===== src/rtl/arb_pkg.sv =====
// Shared types and widths for the instruction/data memory arbiter.
// Optional round-robin fairness is selected with MEM_ARBITER_RR_EN (tested only in arb_grant).
package arb_pkg;

  localparam int ADDR_W = 32;
  localparam int DATA_W = 32;
  localparam int STRB_W = 4;

  typedef enum logic [1:0] {
    IDLE,
    ADDR,
    WAIT,
    RESP
  } stateT;

  typedef enum logic {
    INST,
    DATA
  } ownerT;

endpackage


===== src/rtl/arb_grant.sv =====
// Grant selection between the instruction and data ports.
// MEM_ARBITER_RR_EN defined: simultaneous requests go to the port not granted last.
// MEM_ARBITER_RR_EN undefined: the data port always wins a collision.
module arb_grant
  import arb_pkg::*;
(
  input  logic  inst_req,
  input  logic  data_req,
  input  ownerT last_grant,
  output ownerT winner
);

`ifdef MEM_ARBITER_RR_EN

  // Round-robin pick: on a collision hand the bus to whoever was not served last.
  always_comb begin
    winner = DATA;
    if (inst_req && data_req) begin
      winner = (last_grant == INST) ? DATA : INST;
    end else if (inst_req) begin
      winner = INST;
    end
  end

`else

  // Fixed priority has no use for the history, so it is deliberately left dangling.
  logic unusedLastGrant;
  assign unusedLastGrant = (last_grant == DATA);

  // Fixed priority pick: data wins unless only the instruction port is asking.
  always_comb begin
    winner = DATA;
    if (inst_req && !data_req) begin
      winner = INST;
    end
  end

`endif

endmodule


===== src/rtl/mem_arbiter.sv =====
// Shares one bus master port between the instruction fetch and data ports.
// One transaction at a time: IDLE -> ADDR -> WAIT -> RESP -> IDLE.
// Fairness mode is chosen by MEM_ARBITER_RR_EN inside arb_grant; the owner
// register doubles as the "last granted" history, so no extra state exists.
module mem_arbiter
  import arb_pkg::*;
(
  input  logic              clk,
  input  logic              resetn,
  // instruction port
  input  logic              inst_req,
  input  logic [ADDR_W-1:0] inst_addr,
  output logic [DATA_W-1:0] inst_rdata,
  output logic              inst_ready,
  // data port
  input  logic              data_req,
  input  logic              data_wr,
  input  logic [ADDR_W-1:0] data_addr,
  input  logic [DATA_W-1:0] data_wdata,
  input  logic [STRB_W-1:0] data_wstrb,
  output logic [DATA_W-1:0] data_rdata,
  output logic              data_ready,
  // bus master port
  output logic              bus_req,
  output logic              bus_wr,
  output logic [ADDR_W-1:0] bus_addr,
  output logic [DATA_W-1:0] bus_wdata,
  output logic [STRB_W-1:0] bus_wstrb,
  input  logic              bus_addr_ok,
  input  logic              bus_data_ok,
  input  logic [DATA_W-1:0] bus_rdata,
  // pipeline stalls
  output logic              stall_inst,
  output logic              stall_data
);

  stateT             state;
  stateT             nextState;
  ownerT             owner;
  ownerT             winner;
  logic              anyReq;
  logic              captureRdata;
  logic [ADDR_W-1:0] addrReg;
  logic              wrReg;
  logic [DATA_W-1:0] wdataReg;
  logic [STRB_W-1:0] wstrbReg;
  logic [DATA_W-1:0] instRdataReg;
  logic [DATA_W-1:0] dataRdataReg;

  assign anyReq = inst_req | data_req;

  arb_grant uGrant (
    .inst_req   (inst_req),
    .data_req   (data_req),
    .last_grant (owner),
    .winner     (winner)
  );

  // State register; reset abandons any transaction in flight.
  always_ff @(posedge clk or negedge resetn) begin
    if (!resetn) begin
      state <= IDLE;
    end else begin
      state <= nextState;
    end
  end

  // Next-state logic; handshakes are only honoured in the states that expect them.
  always_comb begin
    nextState    = state;
    captureRdata = 1'b0;
    case (state)
      IDLE: begin
        if (anyReq) begin
          nextState = ADDR;
        end
      end
      ADDR: begin
        if (bus_addr_ok) begin
          if (bus_data_ok) begin
            nextState    = RESP;
            captureRdata = 1'b1;
          end else begin
            nextState = WAIT;
          end
        end
      end
      WAIT: begin
        if (bus_data_ok) begin
          nextState    = RESP;
          captureRdata = 1'b1;
        end
      end
      RESP: begin
        nextState = IDLE;
      end
      default: begin
        nextState = IDLE;
      end
    endcase
  end

  // Latch the winner's request on grant so the bus sees stable values even if the requester lets go.
  always_ff @(posedge clk or negedge resetn) begin
    if (!resetn) begin
      owner    <= INST;
      addrReg  <= '0;
      wrReg    <= 1'b0;
      wdataReg <= '0;
      wstrbReg <= '0;
    end else if (state == IDLE && anyReq) begin
      owner <= winner;
      if (winner == DATA) begin
        addrReg  <= data_addr;
        wrReg    <= data_wr;
        wdataReg <= data_wdata;
        wstrbReg <= data_wstrb;
      end else begin
        addrReg  <= inst_addr;
        wrReg    <= 1'b0;
        wdataReg <= '0;
        wstrbReg <= '0;
      end
    end
  end

  // Capture returned read data into the owning port; stores keep the previous load value.
  always_ff @(posedge clk or negedge resetn) begin
    if (!resetn) begin
      instRdataReg <= '0;
      dataRdataReg <= '0;
    end else if (captureRdata) begin
      if (owner == INST) begin
        instRdataReg <= bus_rdata;
      end else if (!wrReg) begin
        dataRdataReg <= bus_rdata;
      end
    end
  end

  assign bus_req    = (state == ADDR);
  assign bus_wr     = wrReg;
  assign bus_addr   = addrReg;
  assign bus_wdata  = wdataReg;
  assign bus_wstrb  = wstrbReg;

  assign inst_ready = (state == RESP) && (owner == INST);
  assign data_ready = (state == RESP) && (owner == DATA);
  assign inst_rdata = instRdataReg;
  assign data_rdata = dataRdataReg;

  assign stall_inst = inst_req & ~inst_ready;
  assign stall_data = data_req & ~data_ready;

endmodule


===== config.mk =====
export PLATFORM = sky130hd
export DESIGN_NAME = mem_arbiter
export DESIGN_NICKNAME = d
export VERILOG_FILES = /design/src/rtl/arb_pkg.sv /design/src/rtl/arb_grant.sv /design/src/rtl/mem_arbiter.sv
export SDC_FILE = /design/constraint.sdc
export NUM_CORES = 1
export LEC_CHECK = 0
export ABC_AREA = 1
export CAP_MARGIN = 40
export CORE_ASPECT_RATIO = 1.2
export CORE_MARGIN = 1.5
export CORE_UTILIZATION = 45
export DETAILED_ROUTE_END_ITERATION = 8
export PLACE_DENSITY = 0.86
export SETUP_SLACK_MARGIN = 0.3
export SLEW_MARGIN = 20
export SYNTH_ARGS = -nofsm -noshare
export SYNTH_HDL_FRONTEND = slang
export SYNTH_SLANG_ARGS = --single-unit

===== constraint.sdc =====
create_clock -name clk -period 2.9 [get_ports clk]
set_clock_uncertainty 0.2 [all_clocks]
set_input_delay 0.87 -clock clk [delete_from_list [all_inputs] [get_ports clk]]
set_output_delay 0.87 -clock clk [all_outputs]
set_load 0.02 [all_outputs]

==> summary by stage <==
Power
The worst-case IR drop observed on VDD is 0.774 mV. Dividing total power by cell area gives a power density of 1140 nW/um^2. The static leakage is 4.74 nW.

Critical path
Counting both buffers and inverters, the worst setup path holds a total of 1. On the worst path, the slowest cell contributes a delay of 620 ps. The worst setup path is captured at an output pin. In this run the worst path has a maximum fanout of 2. The startpoint of the worst register-to-register path is state[0]. STA classifies the critical path startpoint as a flip-flop. Grouping stages by cell kind, the critical path spends the most delay in buffers and inverters. Traced cell by cell, the critical path runs through clkdlybuf4s50_1. The startpoint of the worst setup timing path is data_rdata[11].

The data required time at the worst endpoint is 1830 ps. The critical path in this run is classified as flip-flop to output pin. The signal arrival time at the worst endpoint is 1440 ps. The cell type of the slowest stage on the worst timing path is sky130_fd_sc_hd__clkdlybuf4s50_1.

Synth
The mean post-synth cell area is 8.29 sq um. After synthesis the netlist holds a flip-flop and latch count of 136. The instance count of the mapped netlist is 730.

For this run, the register share of the synthesized area comes to 0.562. The distinct cell type count of the synthesized netlist is 20. Yosys printed 0 warnings. Summing every instance area after synthesis gives 6050 sq um. The post-synthesis net count is 875.

CTS
The CTS buffer count is 17. The clock sink count is 136. TritonCTS built the clock tree. Hold repair after CTS inserted 0 buffers.

The clock tree buffer depth is 2. Clock-pin slew was measured on the worst setup and hold paths at 60 ps. The number of H-tree levels is 4. Clock tree synthesis selected as its root buffer the cell sky130_fd_sc_hd__clkbuf_16. For the worst-skew pair, the clock arrives at the later sink with an insertion delay of 400 ps.

Detailed routing
The total DRC errors in the routed layout is 0. The detailed-router iteration count before antenna repair is 5. The detail route stage leaves a number of antenna-violating nets equal to 0.

The routed design has 18000 um of wire. In this run, the number of DRC markers left after iteration 0 of detailed routing was 499. The via count is 5859. The average detailed-routed wire length per instance is 15.2 um. Dividing the detail-routed via count by the number of cells gives 4.94.

Placed design
At the end of routability-driven placement, the weighted congestion stood at 0.805. At the placement stage, the worst setup path has a slack of -309 ps. The placed wire-length estimate after detailed placement is 12500 um. The count of input and output buffers is 276. The number of instances in the placed design is 1148.

Timing
The transition time at the pin with the least slew margin is 524 ps. The worst path meets setup with 393 ps of slack. The total count of max-transition violations in the final report is 0.

Setup repair after global routing left no endpoint under its margin. The final sum of negative setup slack is 0 ps. Of the available clock period, the critical path in the final layout requires 0.865. The worst slew slack as a fraction of its limit is 0.651. Setup violations remaining at the end of the flow were counted as 0. The highest clock rate is 399 MHz.

Counting I/O delays and the setup requirement, the final critical path takes 2510 ps. The number of endpoints with negative hold slack in the final report is 0.

Die
The total area inside the core boundary comes to 13200 sq um. The starting utilization of the core area is 0.459. The die is 130 um tall.

The total die area is 14200 sq um. The number of ports placed on the die boundary is 277. The initialized floorplan defines 46 standard-cell rows.

In this run the horizontal extent of the chip is 109 um.

Global route
The initial antenna violation count is 2. The via count of the first global-routing pass is 5539. The pin count of the biggest net entering global routing is 65. The overflow left after global routing is 0. The first global-routing pass estimated 28000 um of wire. In the global route stage, overall resource usage came out at 0.257.

Layout
The count of filler cells inserted in the layout is 947. The utilization after layout is 0.725. Leaving out fill and tap cells, the most frequent cell in the layout is sky130_fd_sc_hd__nand2_1. The final layout contains 1147 nets. The finished layout holds 1185 standard cells, fillers aside. The library cells used most frequently in the layout, excluding fill and tap cells, are sky130_fd_sc_hd__nand2_1 (349), sky130_fd_sc_hd__clkdlybuf4s50_1 (267), sky130_fd_sc_hd__dfrtp_1 (136), sky130_fd_sc_hd__nand4_1 (65), sky130_fd_sc_hd__inv_1 (42). The share of final-layout standard cells stronger than drive strength 1 is 0.0719. The area added between synthesis and finish is 57.9%.

Job
Across the run, the number of max-cap violations was 0.

Hold path
The type of the worst min-delay path is input pin to async pin.

Run status
The run finished with clean final reports.
stage by stage:
| stage | hold slack (ps) | total power [mW] | instance area (sq um) |
|---|---|---|---|
| floorplan | 310 | 6.23 | 6050 |
| global placement | 253 | 8.67 | 8990 |
| detailed placement | 257 | 8.79 | 8990 |
| CTS | 239 | 10.9 | 9560 |
| global route | 239 | 11.5 | 9560 |
| finish | 219 | 10.9 | 9560 |
flip-flops by register name, indices dropped and copies added, names as in the netlist:
register	flops
bus_addr	32
bus_wdata	32
bus_wr	1
bus_wstrb	4
data_rdata	32
inst_rdata	32
owner	1
state	2
cells in the mapped netlist:
cell                         n  share of area
sky130_fd_sc_hd__inv_1      44          0.027
sky130_fd_sc_hd__ha_1        6          0.012
sky130_fd_sc_hd__nor2_4      2         0.0037
sky130_fd_sc_hd__dfrtp_1   136           0.56
sky130_fd_sc_hd__nor2_8      1         0.0033
sky130_fd_sc_hd__nor2_1     38          0.024
sky130_fd_sc_hd__clkbuf_1    2         0.0012
sky130_fd_sc_hd__buf_2      28          0.023
sky130_fd_sc_hd__nand3_2     1         0.0017
sky130_fd_sc_hd__buf_6       4         0.0074
sky130_fd_sc_hd__nand2_4     1         0.0019
sky130_fd_sc_hd__o21ai_1    30          0.025
sky130_fd_sc_hd__nand3_1     3         0.0025
sky130_fd_sc_hd__nand2_1   351           0.22
sky130_fd_sc_hd__inv_2       1        0.00062
sky130_fd_sc_hd__nand4_1    65          0.067
sky130_fd_sc_hd__buf_4      12          0.015
sky130_fd_sc_hd__nand3b_1    1         0.0012
sky130_fd_sc_hd__nand2_2     1         0.0010
sky130_fd_sc_hd__o21ai_0     3         0.0025
area by class of cell:
class                   count  area (sq um)  area share
clock inverters            13           119      0.0124
inverters                  45           169      0.0177
repair buffers            299          3000       0.314
multi-input cells         503          2210       0.231
flip-flops and latches    136          3400       0.356
diodes                      2          5.00    0.000524
clock buffers              19           443      0.0463
well taps                 168           210      0.0220
repair_timing:
item	4_1_cts	5_1_grt
pin swaps	2	0
endpoints found under the setup margin	6	4
gates resized for setup	23	4
setup buffers	2	1
power breakdown:
group	total, mW	switching [mW]	leakage, nW	internal [mW]
combinational	5.50	3.13	2.76	2.38
sequential	3.29	0.504	1.71	2.79
clock	2.06	0.850	0.267	1.21
total	10.9	4.48	4.74	6.38
worst register-to-register path: stages (launching register included):
cell	delay (ps)
sky130_fd_sc_hd__dfrtp_1	380
sky130_fd_sc_hd__buf_4	140
sky130_fd_sc_hd__buf_4	140
sky130_fd_sc_hd__inv_1	110
sky130_fd_sc_hd__ha_1	260
sky130_fd_sc_hd__inv_1	110
sky130_fd_sc_hd__nor2_4	300
sky130_fd_sc_hd__buf_4	220
sky130_fd_sc_hd__nand2_1	50
sky130_fd_sc_hd__o21ai_1	120
path summary, 6_finish.rpt:
kind | to | slack [ps] | depth (start not counted)
setup / recovery | data_rdata[11] | 390 | 1
min in group clk | inst_rdata[14] | 270 | 2
hold reg to reg | inst_rdata[14] | 270 | 2
max in group asynchronous | inst_rdata[20] | 1590 | 2
hold / removal | data_rdata[28] | 220 | 1
setup reg to reg | bus_addr[8] | 790 | 9
routing by layer:
metal  track usage  up-vias  wire (um)
met3         0.104       22       1730
met2         0.423      249       8930
met4         0.103        0        399
met5             0        -          0
met1         0.297     2742       6950
li1              -     2846          -
cell families (layout without fill, tap and decap cells):
family | Yosys count | count (layout) | share of synthesized area
flip-flops | 136 | 136 | 0.562
AND/OR/NAND/NOR | 464 | 464 | 0.324
buffers and inverters | 91 | 376 | 0.0746
adder cells (fa/ha/maj) | 6 | 6 | 0.0124
other | 0 | 2 | 0
AO/OA/AOI/OAI | 33 | 33 | 0.0273
Power figures use the tool's default switching activity.
